[src/rtl/ppt_pkg.sv]
// ppt_pkg: shared types and helpers for the pulse-train burst sequencer.
//   state_t        burst FSM states (IDLE, ARM, RUN, STOP, DONE)
//   CNT_W_DEFAULT  default width of period/width/count fields
//   cfg_valid()    burst configuration check, also used by the register map
// Optional feature: PPT_BURST_CONTINUOUS_EN makes cfg_count==0 legal
// (continuous mode); otherwise a zero count is a configuration error.
package ppt_pkg;

  localparam int unsigned CNT_W_DEFAULT = 16;

  typedef enum logic [2:0] {
    IDLE,
    ARM,
    RUN,
    STOP,
    DONE
  } state_t;

  // Fields are passed zero-extended to 32 bits so that callers of any
  // width up to 32 can share one function.
  function automatic logic cfg_valid(input logic [31:0] period,
                                     input logic [31:0] width,
                                     input logic [31:0] count);
    logic ok;
    ok = (width != '0) && (width < period);
`ifdef PPT_BURST_CONTINUOUS_EN
    // A zero count selects continuous mode and is accepted.
    ok = ok;
`else
    ok = ok && (count != '0);
`endif
    return ok;
  endfunction

endpackage

[src/rtl/ppt_burst_ctrl_if.sv]
// ppt_burst_ctrl_if: control/status bundle between the register map
// (master) and the burst sequencer (slave).
//   start, abort                        burst request / termination
//   cfg_period, cfg_width, cfg_count    burst configuration
//   busy, done, err, aborted            status flags
//   pulses_done                         rising edges counted in the burst
interface ppt_burst_ctrl_if #(
  parameter int unsigned CNT_W = 16
);
  logic             start;
  logic             abort;
  logic [CNT_W-1:0] cfg_period;
  logic [CNT_W-1:0] cfg_width;
  logic [CNT_W-1:0] cfg_count;
  logic             busy;
  logic             done;
  logic             err;
  logic             aborted;
  logic [CNT_W-1:0] pulses_done;

  modport master (
    output start, abort, cfg_period, cfg_width, cfg_count,
    input  busy, done, err, aborted, pulses_done
  );

  modport slave (
    input  start, abort, cfg_period, cfg_width, cfg_count,
    output busy, done, err, aborted, pulses_done
  );
endinterface

[src/rtl/ppt_edge_det.sv]
// ppt_edge_det: rising-edge detector on a clk-synchronous signal.
//   clk, rst  clock and asynchronous active-high reset
//   sig_i     input level
//   rise_o    high in the cycle where sig_i is 1 and was 0 the cycle before
module ppt_edge_det (
  input  logic clk,
  input  logic rst,
  input  logic sig_i,
  output logic rise_o
);

  logic sig_q;

  always_ff @(posedge clk or posedge rst) begin
    if (rst) sig_q <= 1'b0;
    else     sig_q <= sig_i;
  end

  assign rise_o = sig_i & ~sig_q;

endmodule

[src/rtl/ppt_burst_ctrl.sv]
// ppt_burst_ctrl: burst sequencer for the pulse generator.
//   clk, rst      divided clock, asynchronous active-high reset
//   pulse_in_i    generator pulse output
//   gen_run_o     generator enable
//   gen_period_o  shadowed period, gen_width_o shadowed width
//   ctl           control/status bundle (ppt_burst_ctrl_if.slave)
// Optional feature: PPT_BURST_CONTINUOUS_EN -- a zero pulse count runs
// until abort instead of being rejected.
module ppt_burst_ctrl
  import ppt_pkg::*;
#(
  parameter int unsigned CNT_W = CNT_W_DEFAULT
) (
  input  logic             clk,
  input  logic             rst,
  input  logic             pulse_in_i,
  output logic             gen_run_o,
  output logic [CNT_W-1:0] gen_period_o,
  output logic [CNT_W-1:0] gen_width_o,
  ppt_burst_ctrl_if.slave  ctl
);

  state_t           state_q, state_d;
  logic [CNT_W-1:0] period_q, period_d;
  logic [CNT_W-1:0] width_q, width_d;
  logic [CNT_W-1:0] count_q, count_d;
  logic [CNT_W-1:0] cnt_q, cnt_d;
  logic             err_q, err_d;
  logic             aborted_q, aborted_d;
  logic             rise;
  logic             cfg_ok;
  logic [CNT_W-1:0] cnt_inc;
  logic             count_hit;

  ppt_edge_det u_edge (
    .clk    (clk),
    .rst    (rst),
    .sig_i  (pulse_in_i),
    .rise_o (rise)
  );

  assign cfg_ok  = cfg_valid(32'(ctl.cfg_period), 32'(ctl.cfg_width),
                             32'(ctl.cfg_count));
  assign cnt_inc = (cnt_q == '1) ? cnt_q : cnt_q + 1'b1;

  // Compare the post-increment value so the FSM leaves RUN on the same
  // edge that records the final rise.
`ifdef PPT_BURST_CONTINUOUS_EN
  assign count_hit = (count_q != '0) && (cnt_inc == count_q);
`else
  assign count_hit = (cnt_inc == count_q);
`endif

  always_ff @(posedge clk or posedge rst) begin
    if (rst) state_q <= IDLE;
    else     state_q <= state_d;
  end

  always_comb begin
    state_d = state_q;
    case (state_q)
      IDLE: if (ctl.start) state_d = cfg_ok ? ARM : DONE;
      ARM:  state_d = ctl.abort ? DONE : RUN;
      RUN: begin
        if (ctl.abort)             state_d = DONE;
        else if (rise && count_hit) state_d = STOP;
      end
      // Hold run until the last pulse has finished its high time.
      STOP: if (ctl.abort || !pulse_in_i) state_d = DONE;
      DONE: state_d = IDLE;
      default: state_d = IDLE;
    endcase
  end

  always_comb begin
    gen_run_o = (state_q == RUN) || (state_q == STOP);
    ctl.busy  = (state_q == ARM) || (state_q == RUN) || (state_q == STOP);
    ctl.done  = (state_q == DONE);
  end

  always_comb begin
    period_d  = period_q;
    width_d   = width_q;
    count_d   = count_q;
    cnt_d     = cnt_q;
    err_d     = err_q;
    aborted_d = aborted_q;
    case (state_q)
      IDLE: begin
        if (ctl.start) begin
          period_d  = ctl.cfg_period;
          width_d   = ctl.cfg_width;
          count_d   = ctl.cfg_count;
          cnt_d     = '0;
          err_d     = ~cfg_ok;
          aborted_d = 1'b0;
        end
      end
      ARM, STOP: if (ctl.abort) aborted_d = 1'b1;
      RUN: begin
        if (ctl.abort)  aborted_d = 1'b1;
        else if (rise)  cnt_d     = cnt_inc;
      end
      default: ;
    endcase
  end

  always_ff @(posedge clk or posedge rst) begin
    if (rst) begin
      period_q  <= '0;
      width_q   <= '0;
      count_q   <= '0;
      cnt_q     <= '0;
      err_q     <= 1'b0;
      aborted_q <= 1'b0;
    end else begin
      period_q  <= period_d;
      width_q   <= width_d;
      count_q   <= count_d;
      cnt_q     <= cnt_d;
      err_q     <= err_d;
      aborted_q <= aborted_d;
    end
  end

  assign gen_period_o    = period_q;
  assign gen_width_o     = width_q;
  assign ctl.pulses_done = cnt_q;
  assign ctl.err         = err_q;
  assign ctl.aborted     = aborted_q;

endmodule
[src/flat_wrapper.sv]
// flat-port wrapper written by rule: the top's interface ports become plain ports
module ppt_burst_ctrl_flat import ppt_pkg::*;
#(
  parameter int unsigned CNT_W = CNT_W_DEFAULT
)
  (clk, rst, pulse_in_i, gen_run_o, gen_period_o, gen_width_o, ctl_start, ctl_abort, ctl_cfg_period, ctl_cfg_width, ctl_cfg_count, ctl_busy, ctl_done, ctl_err, ctl_aborted, ctl_pulses_done);
  ppt_burst_ctrl_if #(.CNT_W(CNT_W)) ctl_i ();
  input  logic clk;
  input  logic rst;
  input  logic pulse_in_i;
  output logic gen_run_o;
  output logic [CNT_W-1:0] gen_period_o;
  output logic [CNT_W-1:0] gen_width_o;
  input wire logic [$bits(ctl_i.start)-1:0] ctl_start;
  input wire logic [$bits(ctl_i.abort)-1:0] ctl_abort;
  input wire logic [$bits(ctl_i.cfg_period)-1:0] ctl_cfg_period;
  input wire logic [$bits(ctl_i.cfg_width)-1:0] ctl_cfg_width;
  input wire logic [$bits(ctl_i.cfg_count)-1:0] ctl_cfg_count;
  output wire logic [$bits(ctl_i.busy)-1:0] ctl_busy;
  output wire logic [$bits(ctl_i.done)-1:0] ctl_done;
  output wire logic [$bits(ctl_i.err)-1:0] ctl_err;
  output wire logic [$bits(ctl_i.aborted)-1:0] ctl_aborted;
  output wire logic [$bits(ctl_i.pulses_done)-1:0] ctl_pulses_done;
  assign ctl_i.start = ctl_start;
  assign ctl_i.abort = ctl_abort;
  assign ctl_i.cfg_period = ctl_cfg_period;
  assign ctl_i.cfg_width = ctl_cfg_width;
  assign ctl_i.cfg_count = ctl_cfg_count;
  assign ctl_busy = ctl_i.busy;
  assign ctl_done = ctl_i.done;
  assign ctl_err = ctl_i.err;
  assign ctl_aborted = ctl_i.aborted;
  assign ctl_pulses_done = ctl_i.pulses_done;
  ppt_burst_ctrl #(.CNT_W(CNT_W)) u_core (.clk(clk), .rst(rst), .pulse_in_i(pulse_in_i), .gen_run_o(gen_run_o), .gen_period_o(gen_period_o), .gen_width_o(gen_width_o), .ctl(ctl_i));
endmodule
[config.mk]
export PLATFORM = sky130hd
export DESIGN_NAME = ppt_burst_ctrl_flat
export DESIGN_NICKNAME = d
export VERILOG_FILES = /design/src/rtl/ppt_pkg.sv /design/src/rtl/ppt_burst_ctrl_if.sv /design/src/rtl/ppt_edge_det.sv /design/src/rtl/ppt_burst_ctrl.sv /design/src/flat_wrapper.sv
export SDC_FILE = /design/constraint.sdc
export NUM_CORES = 1
export LEC_CHECK = 0
export BUFFER_PORTS_ARGS = -buffer_cell sky130_fd_sc_hd__buf_4
export CAP_MARGIN = 40
export CORE_ASPECT_RATIO = 0.8
export CORE_MARGIN = 3
export CORE_UTILIZATION = 40
export CTS_CLUSTER_SIZE = 30
export DETAILED_ROUTE_END_ITERATION = 8
export GPL_ROUTABILITY_DRIVEN = 0
export SYNTH_ARGS = -nofsm -noshare
export SYNTH_HDL_FRONTEND = slang
export SYNTH_HIERARCHICAL = 1
export SYNTH_SLANG_ARGS = --single-unit
[constraint.sdc]
create_clock -name clk -period 3.8 [get_ports clk]
set_input_delay 0.76 -clock clk [delete_from_list [all_inputs] [get_ports clk]]
set_output_delay 0.76 -clock clk [all_outputs]
set_load 0.005 [all_outputs]
# Word level (Yosys, flattened, before mapping)
# Index checks and enable logic that the tools add are counted.
classes:
  n_addsub: 1
  mul: 0
  n_div: 0
  n_lt_le_gt_ge: 1
  n_eq_ne: 12
  shift: 0
  muxes: 15
  bitwise_logic: 3
  n_reduce_logical: 18
op_table:
  columns: ["op", "n"]
  rows:
  - ["16-bit two-way mux", 4]
  - ["16-bit one-hot mux with 2 select lines", 1]
  - ["16-bit nonzero test", 2]
  - ["3-bit two-way mux", 6]
  - ["16-bit by 1-bit adder with 16-bit output, second input constant", 1]
  - ["16-bit equality test", 1]
  - ["16-bit equality test, second input constant", 1]
  - ["16-bit < comparator", 1]
  - ["3-bit one-hot mux with 4 select lines", 1]
  - ["3-bit by 2-bit equality test with 1-bit output, second input constant", 2]
  - ["2-bit by 1-bit != test with 1-bit output, second input constant", 3]
  - ["3-bit AND reduction", 2]
  - ["1-bit logical OR", 4]
  - ["2-bit != test, second input constant", 2]
  - ["4-bit AND reduction", 1]
  - ["2-bit nonzero test", 2]
  - ["3-bit by 1-bit equality test with 1-bit output, second input constant", 1]
  - ["3-bit equality test, second input constant", 1]
  - ["1-bit logical AND", 3]
  - ["3-bit zero test", 1]
  - ["3-bit by 2-bit != test with 1-bit output, second input constant", 1]
  - ["3-bit OR reduction", 1]
  - ["1-bit two-way mux", 2]
  - ["1-bit NOT", 2]
  - ["other kinds (4)", 4]
totals:
  regBits: 70
  latchBits: 0
  ram_bits: 0
  romBits: 0
  inputBits: 53
  out_inout_bits: 53
  wordCells: 58
  memories: 0

# Depth between registers and ports, before layout
# Gate-level depths: netlist of the first run.
logic_depth:
  depth_word: 7
  mapped_depth: 11
  mapped_depth_nobuf: 9

# By module
# Netlist of the first run, hierarchy kept.
modules_own_cells:
  columns: ["module", "n_inst", "cells_per_inst", "area_each_um2", "seq_area_each_um2"]
  rows:
  - ["ppt_burst_ctrl", 1, 402, 4122.7, 1726.7]
  - ["ppt_edge_det", 1, 3, 42.5, 25.0]

# Worst setup path before layout of the first run
# OpenSTA, ideal clock, no wires.
synth_timing:
  kind: "flip-flop to flip-flop"
  from: "register u_core.cnt_q[0] (netlist: u_core/ctl.pulses_done[0])"
  to: "register u_core.state_q[0]"
  setup_ns: 0.087
  arrival_time_ns: 2.708
  required_ns: 3.713
  slack_ns: 1.005
  stages_incl_launch_ff: 10
  path_buffers: 1
  synth_period_minus_slack_ns: 2.795
  path_cell_list: "dfrtp_1 -> ha_1 -> buf_4 -> nand4_4 -> nor3_1 -> mux2i_1 -> xnor2_1 -> or4_1 -> or4_1 -> a211oi_2"
synth_via:
  elab_chain_len: 6
  word_cells_on_any_way: 7
  classes_between: "add/sub (1); eq/ne (3); mux (1); reduce/logical (2)"
synth_rtl:
  columns: ["element", "line_no", "source"]
  rows:
  - ["from (decl)", "ppt_burst_ctrl.sv:27", "logic [CNT_W-1:0] cnt_q, cnt_d;"]
  - ["from (signal assigned)", "ppt_burst_ctrl.sv:120", "cnt_q <= cnt_d;"]
  - ["16-bit by 1-bit adder with 16-bit output / 16-bit equality test (equally long branches)", "ppt_burst_ctrl.sv:44", "assign cnt_inc = (cnt_q == '1) ? cnt_q : cnt_q + 1'b1;"]
  - ["16-bit two-way mux *", "ppt_burst_ctrl.sv:44", null]
  - ["16-bit equality test *", "ppt_burst_ctrl.sv:51", "assign count_hit = (cnt_inc == count_q);"]
  - ["1-bit logical AND *", "ppt_burst_ctrl.sv:66", "else if (rise && count_hit) state_d = STOP;"]
  - ["3-bit by 2-bit != test with 1-bit output (no line) *", null, null]
  - ["3-bit AND reduction (no line) *", null, null]
  - ["to (signal assigned)", "ppt_burst_ctrl.sv:56", "else state_q <= state_d;"]
  - ["to (decl)", "ppt_burst_ctrl.sv:23", "state_t state_q, state_d;"]
# Every way passes the cells marked *; elsewhere a longest branch is shown, timed or not.
# A chain may end at the register's enable or synchronous reset.

# Final worst setup path of the first run
# Same ends and word-level chain as after synthesis.

==> results.md, run 1 <==
* CP required at 4.05 ns
* Worst Setup End Kind: flip-flop
* Core ar. at 9890 um2
* Synth Flop Type: dfrtp_1
* Setup Viol. Count Final at 0
* Hold_ws at 0.277 ns
* Port bufs at 105
* Largest net degree at the start of global routing at 52
* TritonCTS clock tree: yes
* CTS resizes at 0
* Total Power at 0.00324 W
* Reg-to-reg endpoint: u_core/state_q[0]$_DFFE_PP0P_
* Final Hold Fails at 0
* Crit share post-route at 86.3%
* IR drop worst, VDD at 0.392 mV
* Initial core utilization at 42.1%
* Die Area at 11700 um2
* Clock transition at path regs at 0.06 ns
* Top cell by count, worst path: or4_1
* Register area at 1750 um2
* Area after DPL at 5050 um2
* Residual DRC at 0
* Ys Warns at 6
* Placed wire-length estimate at 8.68 mm
* Hold Crit Class: primary input to asynchronous set/reset pin
* CP max FO at 9
* Least-Margin Pin Slew at 0.654 ns
* Skew final at 0.00542 ns
* Post-CTS Hold Buffers at 0
* Worst path slowest cell: dfrtp_1
* DRT Pass-1 Iters at 5
* Share of cells above drive strength 1 at 37.3%
* # diodes at 0
* Crit path DAT at 3.52 ns
* Static leakage at 2.46 nW
* Buffer count from post-CTS setup fixing at 0
* Async SR Flop Fraction at 100%
* Post-Syn Area at 4170 um2
* Synth unique cells at 60
* Vias in the first global route at 3425
* Max stage delay on crit path at 0.52 ns
* Crit path kind: flip-flop to flip-flop
* H-tree depth at 3
* CP Capture Point: u_core/state_q[0]$_DFFE_PP0P_
* Setup_tns at 0 ns
* Setup ws final at 0.521 ns
* Fmax at 0.305 GHz
* I/O pins at 106
* FP Rows at 32
* Vias per cell at 5.51
* Die height at 97.3 um
* Critical Path, Cell by Cell: ha_1 > nand4_4 > nor3_1 > mux2i_1 > xnor2_1 > or4_1 > or4_1 > a211oi_2
* Number of synthesized flops with an enable pin at 0
* Clock Tree Buf Depth at 2
* First-pass GRT wire length at 18.4 mm
* Post-route design area at 5320 um2
* CTS root buf: clkbuf_16
* FF-to-FF Start: u_core/ctl.pulses_done[0]$_DFFE_PP0P_
* Outcome: complete, no violations
* Layout Nets at 571
* DRT iter0 DRCs at 254
* Min cycle time layout at 3.28 ns
* Startpoint types: flip-flop
* Top cells by area, synth: dfrtp_1 42%, mux2_2 13%, ha_1 4.8%
* Wirelength per Cell at 17.6 um
* Number of synthesized register bits at 70
* Post-synthesis cell count at 405
* Slew HR at 56.4%
* Clk sink count at 70
* Reg2Reg Setup Slack at 0.52 ns
* Clk_lat worst skew at 0.33 ns
* Syn Nets at 474
* FILL cells at 926
* Share of the synthesized area in the top cell type at 42.1%
* Largest area contributor in the netlist: dfrtp_1
* Area Growth Syn to Fin at 27.6%
* Pre-CTS WS at 0.569 ns
* Vias at 3543
* PD cells at 610 nW/um2
* Total gr overflow at 0
* Mapped Avg Cell Area at 10.3 um2
* RSZ-0062 raised after global routing: no
* Critical path origin: u_core/ctl.pulses_done[0]$_DFFE_PP0P_
* Remaining antenna violation count after routing at 0
* Max-cap violations at 0
* CTS buffer count at 9
* GRT Overall Usage at 19.9%
* Initial antenna violation count at 0
* R2r worst-path depth at 8
* Register area share after synthesis at 42.1%
* Routed wire length at 11.3 mm
* Chip width at 120 um
* Area of the multi-input gates at 2200 um2
* Slew Limit Fails at 0
[cell usage in the layout, fill, tap and decap left out, types with 3 or more instances in the layout]
cell type,synthesis,routed
clkinv_2,0,3
and2_1,3,3
mux2_2,49,49
inv_1,21,20
nor4_1,11,11
mux2i_1,4,4
o41ai_1,3,3
nand3_1,8,8
a31oi_1,5,5
clkbuf_16,0,9
xor2_1,6,6
or3_1,3,3
nand4_2,3,3
ha_1,16,16
nor2b_1,3,3
dfrtp_1,70,70
nor2_1,30,30
nand4_1,7,7
nand2b_1,4,4
xnor2_1,9,9
a41oi_1,3,3
buf_4,6,109
a21oi_1,17,17
nand2_1,25,25
and4_1,4,4
and3_1,4,4
nor3_1,9,8
a21o_1,3,3
o21ai_0,20,20
[power by group]
part,switching [W],internal [W]
Combinational,0.000490,0.000727
Sequential,0.000221,0.00104
Clock,0.000308,0.000456
Total,0.00102,0.00222
[worst max-delay path, delay by kind of cell, from the launching register on]
| kind | cells | cell delay [ns] |
|---|---|---|
| AOI/OAI and AO/OA | 1 | 0.23 |
| xor gates and xnor gates | 1 | 0.10 |
| adders and majority gates | 1 | 0.45 |
| DFF | 1 | 0.52 |
| muxes | 1 | 0.26 |
| and+or+nand+nor | 4 | 1.64 |
[cells by family after synthesis]
kind of cell	Yosys count	share of synthesized area, %
buffers and inverters	45	5.26
and+or+nand+nor	129	18.1
adders and majority gates	16	4.81
muxes	53	14.2
xor gates and xnor gates	15	3.15
AOI/OAI and AO/OA	77	12.4
DFF	70	42.1
[through the flow]
stage	util, %	std cells
floorplan	-	405
global placement	50.7	626
detailed placement	51.0	627
CTS	53.7	643
global route	53.7	643
finish	53.7	643
[metal layers]
layer | vias up | wire length, um | GRT usage [%]
met5 | - | 0 | 0
met2 | 140 | 4950 | 27.9
met3 | 13 | 1000 | 6.23
li1 | 1681 | - | -
met1 | 1709 | 5220 | 29.6
met4 | 0 | 148 | 5.19
[synth_stat cells, types with 2 or more instances]
library cell and n:
dfrtp_1 70, mux2_2 49, nor2_1 30, nand2_1 25, inv_1 21, o21ai_0 20
a21oi_1 17, ha_1 16, clkbuf_1 11, nor4_1 11, nor3_1 9, xnor2_1 9
nand3_1 8, nand4_1 7, buf_4 6, xor2_1 6, a31oi_1 5, and3_1 4
and4_1 4, buf_2 4, mux2i_1 4, nand2b_1 4, a21o_1 3, a41oi_1 3
and2_1 3, buf_6 3, nand4_2 3, nor2b_1 3, o41ai_1 3, or3_1 3
a2111oi_0 2, a211o_1 2, a211oi_1 2, a221oi_1 2, a32oi_1 2, nand2_2 2
nand4_4 2, o21a_1 2, o31a_1 2, o31ai_1 2, or4_1 2
[flip-flops by register name, indices dropped and copies added, names as in the netlist]
| name | count |
|---|---|
| u_core/count_q | 16 |
| u_core/ctl.aborted | 1 |
| u_core/ctl.err | 1 |
| u_core/ctl.pulses_done | 16 |
| u_core/gen_period_o | 16 |
| u_core/gen_width_o | 16 |
| u_core/state_q | 3 |
| u_core/u_edge/sig_q | 1 |
[area by class of cell]
class                   count  share of cell area [%]
multi-input cells         290                    41.4
flip-flops and latches     70                    33.0
repair buffers            110                    15.9
clock buffers              12                    4.64
well taps                 136                    3.20
inverters                  21                    1.48
clock inverters             4                   0.424
[how the worst min path moves through the flow]
stage,start,to,depth (start not counted)
2_1_floorplan,rst,u_core/u_edge/sig_q$_DFF_PP0_,1
3_3_place_gp,u_core/gen_period_o[9]$_DFFE_PP0P_,u_core/gen_period_o[9]$_DFFE_PP0P_,1
3_5_place_dp,u_core/gen_period_o[11]$_DFFE_PP0P_,u_core/gen_period_o[11]$_DFFE_PP0P_,1
4_1_cts,rst,u_core/u_edge/sig_q$_DFF_PP0_,2
5_1_grt,rst,u_core/u_edge/sig_q$_DFF_PP0_,2
6_report,rst,u_core/u_edge/sig_q$_DFF_PP0_,2
(Power assumes the default switching activity.)
==> run 2, diff against run 1 <==
--- a/config.mk
+++ b/config.mk
@@ -5,6 +5,7 @@
 export SDC_FILE = /design/constraint.sdc
 export NUM_CORES = 1
 export LEC_CHECK = 0
+export ABC_AREA = 1
 export BUFFER_PORTS_ARGS = -buffer_cell sky130_fd_sc_hd__buf_4
 export CAP_MARGIN = 40
 export CORE_ASPECT_RATIO = 0.8
@@ -13,6 +14,7 @@
 export CTS_CLUSTER_SIZE = 30
 export DETAILED_ROUTE_END_ITERATION = 8
 export GPL_ROUTABILITY_DRIVEN = 0
+export REMOVE_ABC_BUFFERS = 1
 export SYNTH_ARGS = -nofsm -noshare
 export SYNTH_HDL_FRONTEND = slang
 export SYNTH_HIERARCHICAL = 1
==> run 2 against run 1 <==
Compared with the run above: combinational power down 7%; non-clock buffer count did not move; global-route usage down 0.16 points; routed wire length down 5.8%; largest power group unchanged; total power shrank 0.34%; sequential power fell by 4%; first-iteration DRC count decreased by 3.1%; via count is 4.4% higher; die area is 4.3% lower.
==> results.md, run 2 <==
* Buffer count from post-CTS setup fixing at 0
* Crit path kind: flip-flop to flip-flop
* Residual DRC at 0
* Post-synthesis adder-cell area fraction at 5.04%
* Vias in the first global route at 3639
* CTS root buf: clkbuf_16
* Ys Warns at 6
* Slew HR at 46.5%
* Remaining antenna violation count after routing at 0
* Synth Flop Type: dfrtp_1
* Async SR Flop Fraction at 100%
* Power share of the sequential group at 37.4%
* DRT Pass-1 Iters at 5
* Chip width at 117 um
* FF-to-FF Start: u_core/ctl.pulses_done[0]$_DFFE_PP0P_
* Number of synthesized flops with an enable pin at 0
* Logic gate share of total power at 34.9%
* PD cells at 617 nW/um2
* Switching share of power at 34.0%
* Min cycle time layout at 2.28 ns
* Setup_tns at 0 ns
* Top post-synthesis cells by count: 134 x nand2_1, 97 x inv_1, 70 x dfrtp_1
* Crit path DAT at 2.48 ns
* Post-synthesis cell count at 534
* Routed wire length at 10.7 mm
* Crit share post-route at 60.1%
* Post-synthesis simple-gate area fraction at 26.1%
* Post-Syn Area at 3970 um2
* # diodes at 0
* RSZ-0062 raised after global routing: no
* Initial antenna violation count at 0
* Fmax at 0.438 GHz
* Share of cells above drive strength 1 at 22.3%
* H-tree depth at 3
* Slew Limit Fails at 0
* Post-route design area at 5240 um2
* Commonest non-fill, non-tap cell in the layout: nand2_1
* CTS buffer count at 9
* Static leakage at 2.86 nW
* Area fraction in compound gates after synthesis at 12.0%
* Clock transition at path regs at 0.06 ns
* Clock Tree Buf Depth at 2
* TritonCTS clock tree: yes
* Max-cap violations at 0
* Critical path origin: u_core/ctl.pulses_done[0]$_DFFE_PP0P_
* Clk_lat worst skew at 0.33 ns
* Wirelength per Cell at 13.7 um
* Register area at 1750 um2
* Hold_ws at 0.276 ns
* Area of the multi-input gates at 1790 um2
* CP required at 3.99 ns
* Placed wire-length estimate at 8.19 mm
* Worst Setup End Kind: flip-flop
* Synth unique cells at 30
* GRT Overall Usage at 19.7%
* Area after DPL at 4920 um2
* Area Growth Syn to Fin at 31.7%
* FP Rows at 31
* Largest family of logic cells by synthesized area: simple AND/OR/NAND/NOR gates
* Register area share after synthesis at 44.1%
* Clock power frac at 27.7%
* Clk sink count at 70
* Core ar. at 9350 um2
* Mux contribution to synthesized area at 0.283%
* Number of synthesized register bits at 70
* Layout Nets at 710
* Mapped Avg Cell Area at 7.44 um2
* Largest net degree at the start of global routing at 99
* Commonest non-fill, non-tap cells in the layout: 133 x nand2_1, 109 x buf_4, 96 x inv_1
* Most numerous cell in the Yosys netlist: nand2_1
* Post-CTS Hold Buffers at 0
* Die Area at 11200 um2
* Hold Crit Class: primary input to asynchronous set/reset pin
* Die height at 95.2 um
* Least-Margin Pin Slew at 0.802 ns
* Post-Synth XOR/XNOR Area at 1.54%
* Power Internal at 0.00213 W
* Share of the synthesized area in the top cell type at 44.1%
* First-pass GRT wire length at 17.7 mm
* Vias per cell at 4.76
* Total gr overflow at 0
* Top cells by area, synth: dfrtp_1 44%, nand2_1 13%, inv_1 9.2%
* Final Hold Fails at 0
* Startpoint types: flip-flop
* IR drop worst, VDD at 0.346 mV
* I/O pins at 106
* CP max FO at 5
* Vias at 3700
* Setup Viol. Count Final at 0
* Psw at 0.00110 W
* Initial core utilization at 42.5%
* DRT iter0 DRCs at 246
* Largest area contributor in the netlist: dfrtp_1
* FILL cells at 893
* Outcome: complete, no violations
* Port bufs at 105
* CTS resizes at 0
* Skew final at 0.00525 ns
[run 2: changes by cell type in the layout (fill, tap and decap cells not counted), moves of 8 or more]
| cell | delta |
|---|---|
| nor2_1 | +9 |
| mux2_2 | -48 |
| nor3_1 | -8 |
| nand3_1 | +26 |
| nand2_1 | +108 |
| xnor2_1 | -8 |
| nor4_1 | -11 |
| o21ai_0 | +48 |
| inv_1 | +76 |
[run 2: cell families after synthesis]
kind of cell	Yosys count
simple gates	236
buf+inv	113
compound gates	91
flops	70
fa+ha+maj	16
xor+xnor	7
mux	1
[run 2: metal layers]
layer	GRT usage [%]	vias to the layer above	part of all wire, %
li1	-	1903	-
met1	26.7	1694	49
met2	30.4	98	42
met3	8.01	5	7.9
met4	3.52	0	0.59
met5	0	-	0
[run 2: layout make-up]
| type | instances | share of cell area (%) |
|---|---|---|
| well taps | 132 | 3.15 |
| flip-flops and latches | 70 | 33.5 |
| clock inverters | 4 | 1.34 |
| inverters | 99 | 7.15 |
| repair buffers | 110 | 16.0 |
| multi-input cells | 351 | 34.2 |
| clock buffers | 12 | 4.71 |
[run 2: power groups by stage]
stage	Sequential [W]	Clock [W]	Combinational, W
6_report	0.00121	0.000895	0.00113
5_1_grt	0.00125	0.000946	0.00130
4_1_cts	0.00121	0.000912	0.00115
3_5_place_dp	0.00121	0	0.00114
3_3_place_gp	0.00121	0	0.00112
2_1_floorplan	0.00120	0	0.000598
[run 2: path summary, 6_finish.rpt]
check	endpoint	slack [ns]	cells after the start
worst max-delay path	u_core/state_q[1]$_DFFE_PP0P_	1.52	14
max in group asynchronous	u_core/gen_width_o[4]$_DFFE_PP0P_	2.57	4
min in group clk	u_core/ctl.aborted$_DFFE_PP0P_	0.48	2
worst max register to register	u_core/state_q[1]$_DFFE_PP0P_	1.52	14
worst min register to register	u_core/ctl.aborted$_DFFE_PP0P_	0.48	2
worst min-delay path	u_core/u_edge/sig_q$_DFF_PP0_	0.28	2
[run 2: through the flow]
step | setup WS (ns) | power [W] | util (%) | cells
6_report | 1.52 | 0.00323 | 56.0 | 778
5_1_grt | 1.26 | 0.00349 | 56.0 | 778
4_1_cts | 1.50 | 0.00327 | 56.0 | 778
3_5_place_dp | 1.45 | 0.00236 | 52.6 | 762
3_3_place_gp | 1.51 | 0.00233 | 52.4 | 761
2_1_floorplan | 0.572 | 0.00179 | - | 520
[run 2: critical path: stages, from the launching register on]
cell and delay [ns]:
dfrtp_1 0.42, ha_1 0.20, nand3_1 0.19, inv_2 0.13, nand4_1 0.24, nand2_1 0.15, nand2_1 0.08, nand2_1 0.07
nand3_1 0.14, nor2_1 0.13, nand2_1 0.06, nor2_1 0.08, nand2_1 0.07, nand2_2 0.08, o211ai_1 0.10
